<file path="src/rtl/alu_pkg.sv">
// Shared definitions for the ALU sweep/capture block: width defaults, opcode
// encoding and the sweep FSM state type.
package alu_pkg;

    localparam int DATA_W_DEFAULT = 8;
    localparam int SEL_W_DEFAULT  = 4;
    localparam int SWEEP_DEPTH    = 2 ** SEL_W_DEFAULT;

    typedef enum logic [3:0] {
        OP_ADD  = 4'd0,
        OP_SUB  = 4'd1,
        OP_MUL  = 4'd2,
        OP_DIV  = 4'd3,
        OP_SHL  = 4'd4,
        OP_SHR  = 4'd5,
        OP_ROL  = 4'd6,
        OP_ROR  = 4'd7,
        OP_AND  = 4'd8,
        OP_OR   = 4'd9,
        OP_XOR  = 4'd10,
        OP_NOR  = 4'd11,
        OP_NAND = 4'd12,
        OP_XNOR = 4'd13,
        OP_GT   = 4'd14,
        OP_EQ   = 4'd15
    } alu_op_e;

    typedef enum logic [1:0] {
        ST_IDLE    = 2'd0,
        ST_DRIVE   = 2'd1,
        ST_CAPTURE = 2'd2,
        ST_DONE    = 2'd3
    } sweep_state_e;

endpackage

</file>
<file path="src/rtl/alu_ref_model.sv">
// Combinational golden ALU used to cross-check captured results.
// Returns {carry, result}; carry is the unsigned add carry for every opcode.
module alu_ref_model
    import alu_pkg::*;
#(
    parameter int DATA_W = DATA_W_DEFAULT,
    parameter int SEL_W  = SEL_W_DEFAULT
) (
    input  logic [DATA_W-1:0] a,
    input  logic [DATA_W-1:0] b,
    input  logic [SEL_W-1:0]  sel,
    output logic [DATA_W:0]   res
);

    localparam int SH_W = (DATA_W > 1) ? $clog2(DATA_W) : 1;

    logic [3:0]          op;
    logic [SH_W-1:0]     sh;
    logic [DATA_W:0]     sum;
    logic [2*DATA_W-1:0] prod;
    logic [2*DATA_W-1:0] rot_l;
    logic [2*DATA_W-1:0] rot_r;
    logic [DATA_W-1:0]   r;

    assign op  = 4'(sel);
    assign sh  = b[SH_W-1:0];
    assign sum = {1'b0, a} + {1'b0, b};

    always_comb begin
        prod  = {{DATA_W{1'b0}}, a} * {{DATA_W{1'b0}}, b};
        // Rotates are shifts of the operand concatenated with itself.
        rot_l = {a, a} << sh;
        rot_r = {a, a} >> sh;
        r     = '0;
        case (alu_op_e'(op))
            OP_ADD:  r = sum[DATA_W-1:0];
            OP_SUB:  r = a - b;
            OP_MUL:  r = prod[DATA_W-1:0];
            OP_DIV:  r = (b == '0) ? {DATA_W{1'b1}} : a / b;
            OP_SHL:  r = a << sh;
            OP_SHR:  r = a >> sh;
            OP_ROL:  r = rot_l[2*DATA_W-1:DATA_W];
            OP_ROR:  r = rot_r[DATA_W-1:0];
            OP_AND:  r = a & b;
            OP_OR:   r = a | b;
            OP_XOR:  r = a ^ b;
            OP_NOR:  r = ~(a | b);
            OP_NAND: r = ~(a & b);
            OP_XNOR: r = ~(a ^ b);
            OP_GT:   r = {{(DATA_W-1){1'b0}}, (a > b)};
            OP_EQ:   r = {{(DATA_W-1){1'b0}}, (a == b)};
            default: r = '0;
        endcase
    end

    assign res = {sum[DATA_W], r};

endmodule

</file>
<file path="src/rtl/alu_sweep_capture.sv">
// Sweeps an external ALU through every opcode for one operand pair and
// captures {carry, result} per opcode. Optional checker: ALU_SWEEP_CHECK_EN.
module alu_sweep_capture
    import alu_pkg::*;
#(
    parameter int DATA_W        = DATA_W_DEFAULT,
    parameter int SEL_W         = SEL_W_DEFAULT,
    parameter int SETTLE_CYCLES = 2
) (
    input  logic              clk,
    input  logic              rst,
    input  logic              start,
    input  logic [DATA_W-1:0] op_a,
    input  logic [DATA_W-1:0] op_b,
    output logic [DATA_W-1:0] alu_a,
    output logic [DATA_W-1:0] alu_b,
    output logic [SEL_W-1:0]  alu_sel,
    input  logic [DATA_W-1:0] alu_out,
    input  logic              carry_out,
    output logic              busy,
    output logic              done,
    input  logic [SEL_W-1:0]  rd_addr,
    output logic [DATA_W:0]   rd_data,
`ifdef ALU_SWEEP_CHECK_EN
    output logic [2**SEL_W-1:0] err_mask,
`endif
    output sweep_state_e      state_dbg
);

    localparam int DEPTH = 2 ** SEL_W;
    localparam int CNT_W = (SETTLE_CYCLES > 1) ? $clog2(SETTLE_CYCLES) : 1;
    localparam logic [CNT_W-1:0] CNT_LAST = CNT_W'(SETTLE_CYCLES - 1);
    localparam logic [SEL_W-1:0] SEL_LAST = {SEL_W{1'b1}};

    // Handshake: start is a level sampled only in IDLE; once accepted, busy
    // stays high until the last capture and done pulses for exactly one cycle
    // afterwards. start seen in any other state is dropped without effect.

    sweep_state_e      state, state_n;
    logic [CNT_W-1:0]  cnt, cnt_n;
    logic [DATA_W-1:0] alu_a_n, alu_b_n;
    logic [SEL_W-1:0]  alu_sel_n;
    logic              busy_n, done_n;
    logic              wr_en;
    logic              start_acc;

    logic [DATA_W:0]   mem [DEPTH];

    assign state_dbg = state;
    assign start_acc = (state == ST_IDLE) && start;

    always_ff @(posedge clk or posedge rst) begin
        if (rst) begin
            state   <= ST_IDLE;
            cnt     <= '0;
            alu_a   <= '0;
            alu_b   <= '0;
            alu_sel <= '0;
            busy    <= 1'b0;
            done    <= 1'b0;
        end else begin
            state   <= state_n;
            cnt     <= cnt_n;
            alu_a   <= alu_a_n;
            alu_b   <= alu_b_n;
            alu_sel <= alu_sel_n;
            busy    <= busy_n;
            done    <= done_n;
        end
    end

    always_comb begin
        state_n   = state;
        cnt_n     = cnt;
        alu_a_n   = alu_a;
        alu_b_n   = alu_b;
        alu_sel_n = alu_sel;
        busy_n    = busy;
        done_n    = 1'b0;
        wr_en     = 1'b0;
        case (state)
            ST_IDLE: begin
                if (start) begin
                    alu_a_n   = op_a;
                    alu_b_n   = op_b;
                    alu_sel_n = '0;
                    cnt_n     = '0;
                    busy_n    = 1'b1;
                    state_n   = ST_DRIVE;
                end
            end
            ST_DRIVE: begin
                cnt_n = cnt + CNT_W'(1);
                if (cnt == CNT_LAST) begin
                    state_n = ST_CAPTURE;
                end
            end
            ST_CAPTURE: begin
                wr_en = 1'b1;
                if (alu_sel == SEL_LAST) begin
                    busy_n  = 1'b0;
                    done_n  = 1'b1;
                    state_n = ST_DONE;
                end else begin
                    alu_sel_n = alu_sel + SEL_W'(1);
                    cnt_n     = '0;
                    state_n   = ST_DRIVE;
                end
            end
            ST_DONE: begin
                state_n = ST_IDLE;
            end
            default: begin
                state_n = ST_IDLE;
            end
        endcase
    end

    // Read and write share the edge, so a same-address read returns old data.
    always_ff @(posedge clk or posedge rst) begin
        if (rst) begin
            for (int i = 0; i < DEPTH; i++) begin
                mem[i] <= '0;
            end
            rd_data <= '0;
        end else begin
            if (wr_en) begin
                mem[alu_sel] <= {carry_out, alu_out};
            end
            rd_data <= mem[rd_addr];
        end
    end

`ifdef ALU_SWEEP_CHECK_EN
    logic [DATA_W:0] ref_res;

    alu_ref_model #(
        .DATA_W (DATA_W),
        .SEL_W  (SEL_W)
    ) u_ref_model (
        .a   (alu_a),
        .b   (alu_b),
        .sel (alu_sel),
        .res (ref_res)
    );

    always_ff @(posedge clk or posedge rst) begin
        if (rst) begin
            err_mask <= '0;
        end else if (start_acc) begin
            err_mask <= '0;
        end else if (wr_en && (ref_res != {carry_out, alu_out})) begin
            err_mask[alu_sel] <= 1'b1;
        end
    end
`else
    logic unused_start_acc;
    assign unused_start_acc = start_acc;
`endif

endmodule

</file>
<file path="config.mk">
export PLATFORM = sky130hd
export DESIGN_NAME = alu_sweep_capture
export DESIGN_NICKNAME = d
export VERILOG_FILES = /design/src/rtl/alu_pkg.sv /design/src/rtl/alu_ref_model.sv /design/src/rtl/alu_sweep_capture.sv
export SDC_FILE = /design/constraint.sdc
export NUM_CORES = 1
export LEC_CHECK = 0
export CAP_MARGIN = 20
export CORE_MARGIN = 3
export CORE_UTILIZATION = 35
export DETAILED_ROUTE_END_ITERATION = 10
export HOLD_SLACK_MARGIN = 0.05
export PLACE_DENSITY_LB_ADDON = 0.08
export SYNTH_ARGS = -nofsm -noshare
export SYNTH_HDL_FRONTEND = slang
export SYNTH_HIERARCHICAL = 1
export SYNTH_SLANG_ARGS = --single-unit
</file>
<file path="constraint.sdc">
create_clock -name clk -period 8.71 [get_ports clk]
set_input_delay 2.1775 -clock clk [delete_from_list [all_inputs] [get_ports clk]]
set_output_delay 2.1775 -clock clk [all_outputs]
set_load 0.02 [all_outputs]
</file>
# After elaboration in Yosys (flattened, before gate mapping)
# Index checks and enable logic that the tools add are counted.
# word_totals
regBits	178
latchBits	0
mem_bits_rw	0
rom_bits	0
input_bits	32
output_inout_bits	33
wordCells	70
memories	0
# classes
n_addsub	2
n_mul	0
div	0
magnitude_cmp	3
n_eq_ne	8
n_shift	0
muxes	22
n_bitwise	2
n_reduce_logical	9
# op_table
cell	n
$bwmux W144	1
$bmux W9 S4	1
$demux W9 S4	1
$mux W9	3
$ge A5 B5 Y1 const B	2
$not A4 Y5	2
$reduce_and A3 Y1	3
$mux W4	2
$ne A2 B2 Y1 const B	4
$pmux W2 S4	1
$pmux W4 S2	1
$mux W1	7
$mux W2	3
$lt A5 B1 Y1 const B	1
$add A4 B1 Y4 const B	1
$eq A2 B2 Y1 const B	2
$eq A4 B4 Y1 const B	1
$reduce_and A2 Y1	2
$pmux W1 S3	1
$reduce_bool A3 Y1	1
$eq A2 B1 Y1 const B	1
$logic_not A2 Y1	1
$pmux W1 S2	1
$reduce_bool A2 Y1	1
other kinds (2)	2

# Longest topological paths before layout
# Gate-level depths: netlist of run 1.
# logic_depth
word_depth	6
mapped_depth	6

# Worst setup path before layout of run 1
# No wires, ideal clock.
# synth_path
path_kind	input-to-reg
start	in rd_addr[0]
end	reg rd_data[2]
arrival_time_ns	3.387
t_required_ns	8.586
setup_slack_ns	5.199
path_stages	5
path_buffers	2
path_cell_list	buf_2 buf_4 mux4_2 a22oi_1 nand2_1
# synth_between
elab_chain_len	4
# synth_lines
item	line	rtl
start: declaration	alu_sweep_capture.sv:22	input logic [SEL_W-1:0] rd_addr,
$not A4 Y5 (not written as such)	alu_sweep_capture.sv:130	rd_data <= mem[rd_addr];
$bmux W9 S4	alu_sweep_capture.sv:130	
$mux W9 (not written as such) (2 in series)	alu_sweep_capture.sv:130	
end signal: assignment	alu_sweep_capture.sv:130	
end: declaration	alu_sweep_capture.sv:23	output logic [DATA_W:0] rd_data,
# No other way between the ends. The select of a mux whose other input is x is not followed.
# A chain may end at the register's enable or synchronous reset.

# Worst setup path after layout of run 1
# layout_path
start	reg alu_sel[3]
end	out alu_sel[3]
# layout_lines
item	line	rtl
start: declaration	alu_sweep_capture.sv:17	output logic [SEL_W-1:0] alu_sel,
start signal: assignment	alu_sweep_capture.sv:66	alu_sel <= alu_sel_n;
# No word-level cell between the ends.

==> results of run 1 <==
[state kept, by name (all words and copies together), names as in the netlist]
register   count
state_dbg      2
mem          144
alu_sel        4
alu_b          8
cnt            1
done           1
busy           1
alu_a          8
rd_data        9
[through the flow]
| step | hold slack [ps] | power (mW) |
|---|---|---|
| finish | 484.6 | 2.500 |
| CTS | 493.9 | 2.533 |
| global route | 513.4 | 2.642 |
| detailed placement | 475.2 | 1.770 |
| floorplan | 473.9 | 1.543 |
| global placement | 462.0 | 1.750 |
[cell usage in the layout (no fill, tap or decap), types with 2 or more instances in the layout]
cell	n
nor3b_2	4
nor2_1	5
a21oi_1	4
a22oi_1	18
nand3b_2	3
o21ai_0	2
nand3_1	3
clkbuf_1	2
and4b_1	2
clkbuf_8	2
dfrtp_1	178
mux2_2	160
nand2_1	13
mux4_2	36
clkdlybuf4s50_1	62
buf_4	8
inv_1	5
nor2b_1	3
nand3_2	3
buf_2	2
o31ai_1	2
a41oi_1	2
ha_1	4
clkinv_2	7
clkbuf_16	17
bufinv_16	2
[metal layers]
metal	share of wire	wire, um	global-route usage	up-vias
li1	-	-	-	1957
met5	0	0	0	-
met4	0.012	219	0.04037	0
met3	0.030	565	0.03107	15
met2	0.47	8750	0.2597	93
met1	0.49	9216	0.2360	2363
[cell families (layout without fill, tap and decap cells)]
| family | after synthesis | after routing | share of synthesized area |
|---|---|---|---|
| and+or+nand+nor | 45 | 45 | 0.03986 |
| adders and majority gates | 4 | 4 | 0.006378 |
| muxes | 196 | 196 | 0.3329 |
| buffers and inverters | 41 | 111 | 0.02423 |
| DFF | 178 | 178 | 0.5676 |
| AOI/OAI and AO/OA | 31 | 31 | 0.02790 |
| xor gates and xnor gates | 1 | 1 | 0.001116 |
[layout make-up]
class / count / share of cell area
inverters: 6 / 0.002947
multi-input cells: 277 / 0.3445
clock inverters: 11 / 0.01192
flip-flops and latches: 178 / 0.4769
clock buffers: 21 / 0.04930
well taps: 280 / 0.03751
repair buffers: 73 / 0.07689
[power breakdown]
part,switching [mW],internal (mW)
logic,0.262,0.353
registers,0.117,1.02
clock network,0.313,0.434
total,0.692,1.81
[path summary, 6_finish.rpt]
path / from / endpoint
max: alu_sel[3] / alu_sel[3]
min: busy / busy
max reg2reg: state_dbg[1] / mem[62]
min reg2reg: busy / busy
max in group asynchronous: rst / rd_data[4]
min in group asynchronous: rst / mem[97]
==> flow_summary.ini, run 1 <==
[cells_and_area]
nets = 589
final_core_utilization = 0.4254
postLayoutCellArea_mm2 = 0.009340
multi_input_area_mm2 = 0.003218
ff_latch_area_mm2 = 0.004454
n_antenna_cell = 0
drive_gt1_frac = 0.4452
area_growth_pct = 19.02
stdcell_count = 846
nFillCells = 1942

[power]
leakagePower_nw = 3.971
powerDensity_mw_per_mm2 = 267.7
ir_worst_vdd_v = 0.0001285

[worst_setup_path]
cp-start-kind = register
r2r_cells = 3
cp.arrival_ps = 1910
cp.depth = 1
r2r_slack_ps = 6270
crit_family = flip-flops
crit_type = register to output pin
path_buf_inv = 1
worstPathRequired_ps = 6530
crit_chain = clkdlybuf4s50_1
cp-end-kind = output pin
max_stage_delay_ps = 760
worst_path_max_delay_cell = dfrtp_1
path_max_fanout = 19

[sta]
fin_ws_ps = 4622
tightestPinTransition_ps = 1169
rsz0062_at_grt = no
period_share = 0.4693
hold_violations = 0
fin_worst_skew_ps = 11.23
tns_ps = 0
max-slew-margin-rel = 0.2193
fmax_ghz = 0.2446
finalSetupViolations = 0
drv_slew = 0
finalCriticalPeriod_ps = 4088

[clock_network]
htreeDepth = 4
hold_buffers = 0
cts_max_path_buffers = 2
clkTransAtPathRegs_ps = 70
cts_setup_buffers = 0
cts_resized = 0
clock_latency_ps = 430
numCtsBuffers = 17
cts_tree = yes
cts_sinks = 178
cts_root_buf = clkbuf_16

[synth]
synth_edf_count = 0
synth_warnings = 6
syn_area_mm2 = 0.007848
yosysTopAreaCell = dfrtp_1
netlist.area_leader.share = 0.5676
ys_seq_elements = 178
synth_most_common_cell = dfrtp_1
synth.top_cells.by_area = dfrtp_1 (57%), mux2_2 (23%), mux4_2 (10%), a22oi_1 (1.7%), clkbuf_1 (0.77%)
synth-main-ff-cell = dfrtp_1
synth_cells = 496
ys_async_sr_fraction = 1.000
yosysSeqAreaShare = 0.5676
synth_nets = 532
postSynthAreaPerCell_um2 = 15.82
synth_cell_types = 36
ys_top_cells_by_count = dfrtp_1 (178), mux2_2 (160), mux4_2 (36)

[floorplan]
die-area_mm2 = 0.02425
ios = 65
die_w_um = 155.7
core_area_mm2 = 0.02196
num_rows = 54
initial_core_util = 0.3574
die_height_um = 155.7

[route]
ant_nets = 0
drt_drc_violations_left = 0
vias = 4428
drtIter0Drc = 258
drtPass1Iterations = 4
wl_per_cell_um = 22.17
drt_wl_total_um = 18750
viasPerCell = 5.234

[global_routing]
grt_antenna_before_repair = 0
grt_max_degree = 96
grt_usage = 0.1643
grt_pass1_wl_um = 29620
first_global_vias = 4850
gr-total-overflow = 0

[run]
maxCapViolations = 0

[hold_path]
holdPathStages = 1
min_path_type = register to register

[placement]
hpwl_um = 11290
port_buffers = 64
place.gp.congestion = 0.7205
dp_cells = 813
post-place-ws_ps = 4216
placed_area_mm2 = 0.008741

[status]
status = complete, no violations
No activity file was read; power rests on OpenSTA's default activity.
==> run 2: changes to the inputs <==
==> constraint.sdc (replaced) <==
create_clock -name clk -period 3.7 [get_ports clk]
set_input_delay 0.925 -clock clk [delete_from_list [all_inputs] [get_ports clk]]
set_output_delay 0.925 -clock clk [all_outputs]
set_load 0.02 [all_outputs]
==> flow_summary.ini, run 2 (synthesized netlist as in run 1, its figures left out) <==
[clock_network]
cts_sinks = 178
htreeDepth = 4
cts_setup_buffers = 0
numCtsBuffers = 17
clock_latency_ps = 420
cts_max_path_buffers = 2
cts_resized = 0
clkTransAtPathRegs_ps = 60
hold_buffers = 0
cts_root_buf = clkbuf_16
cts_tree = yes

[sta]
tns_ps = 0
rsz0062_at_grt = no
hold_violations = 0
period_share = 0.7598
fin_worst_skew_ps = 6.812
hold_slack_ps = 490.8
finalCriticalPeriod_ps = 2811
tightestPinTransition_ps = 771.1
fmax_ghz = 0.3557
max-slew-margin-rel = 0.4856
fin_ws_ps = 888.9
drv_slew = 0
finalSetupViolations = 0

[power]
comb_power_share = 0.244
switching_power_mw = 1.638
p_clk_frac = 0.305
p_int_mw = 4.310
power.total_mw = 5.948
ir_worst_vdd_v = 0.0003190
p_sw_frac = 0.2753
p_seq_frac = 0.451
leakagePower_nw = 3.983
powerDensity_mw_per_mm2 = 633.3

[floorplan]
core_area_mm2 = 0.02196
ios = 65
num_rows = 54
initial_core_util = 0.3574
die_w_um = 155.7
die-area_mm2 = 0.02425
die_height_um = 155.7

[worst_setup_path]
cp-start-kind = register
worstPathRequired_ps = 2770
crit_family = flip-flops
cp.arrival_ps = 1890
worst_path_max_delay_cell = dfrtp_1
cp-end-kind = output pin
r2r_slack_ps = 1210
max_stage_delay_ps = 740
path_buf_inv = 1
crit_type = register to output pin
crit_chain = clkdlybuf4s50_1
path_max_fanout = 19

[route]
drtIter0Drc = 244
viasPerCell = 5.206
wl_per_cell_um = 21.96
drt_drc_violations_left = 0
drtPass1Iterations = 4
vias = 4399
drt_wl_total_um = 18560
ant_nets = 0

[global_routing]
gr-total-overflow = 0
first_global_vias = 4829
grt_pass1_wl_um = 29100
grt_antenna_before_repair = 0
grt_max_degree = 81
grt_usage = 0.1603

[cells_and_area]
largest-register = mem
largest_reg_flops = 144
postLayoutCellArea_mm2 = 0.009393
n_antenna_cell = 0
layout_common_cells = dfrtp_1 (178), mux2_2 (160), clkdlybuf4s50_1 (62), mux4_2 (36), a22oi_1 (18)
nets = 591
top_regs = mem x144, rd_data x9
area_growth_pct = 19.69
drive_gt1_frac = 0.4442
final_common_cell = dfrtp_1

[placement]
place.gp.congestion = 0.7081
post-place-ws_ps = 1112
port_buffers = 64
hpwl_um = 11590
placed_area_mm2 = 0.008812

[status]
status = complete, no violations

[run]
maxCapViolations = 0

[hold_path]
min_path_type = register to register
-- run 2: per-layer routing --
metal | global-route usage | share of wire
met4 | 0.03743 | 0.0075
met1 | 0.2108 | 0.45
met2 | 0.2721 | 0.50
met3 | 0.03662 | 0.037
met5 | 0 | 0
-- run 2: final timing paths --
check	depth (start not counted)	startpoint	endpoint
max	1	alu_sel[3]	alu_sel[3]
min	1	busy	busy
max reg2reg	3	state_dbg[1]	mem[55]
min reg2reg	1	busy	busy
max in group asynchronous	3	rst	alu_b[2]
min in group asynchronous	2	rst	mem[88]
-- run 2: metrics by stage --
stage,utilization,instances
5_1_grt,0.4277,845
4_1_cts,0.4277,845
2_1_floorplan,-,496
3_3_place_gp,0.4013,816
6_report,0.4277,845
3_5_place_dp,0.4013,816
-- run 2: power groups by stage --
| stage | registers [mW] | logic, mW | clock network, mW |
|---|---|---|---|
| after global placement | 2.71 | 1.43 | 0 |
| after detailed placement | 2.71 | 1.47 | 0 |
| after floorplan | 2.78 | 0.857 | 0 |
| after CTS | 2.68 | 1.47 | 1.87 |
| after global routing | 2.74 | 1.56 | 1.95 |
| final | 2.68 | 1.45 | 1.82 |
-- run 2: cell type report --
class / count / area, um2
Clock inverter: 9 / 133.9
Timing Repair Buffer: 75 / 763.2
Clock buffer: 20 / 446.7
Inverter: 6 / 26.28
Fill cell: 1947 / 12570
Sequential cell: 178 / 4454
Tap cell: 280 / 350.3
Multi-Input combinational cell: 277 / 3218
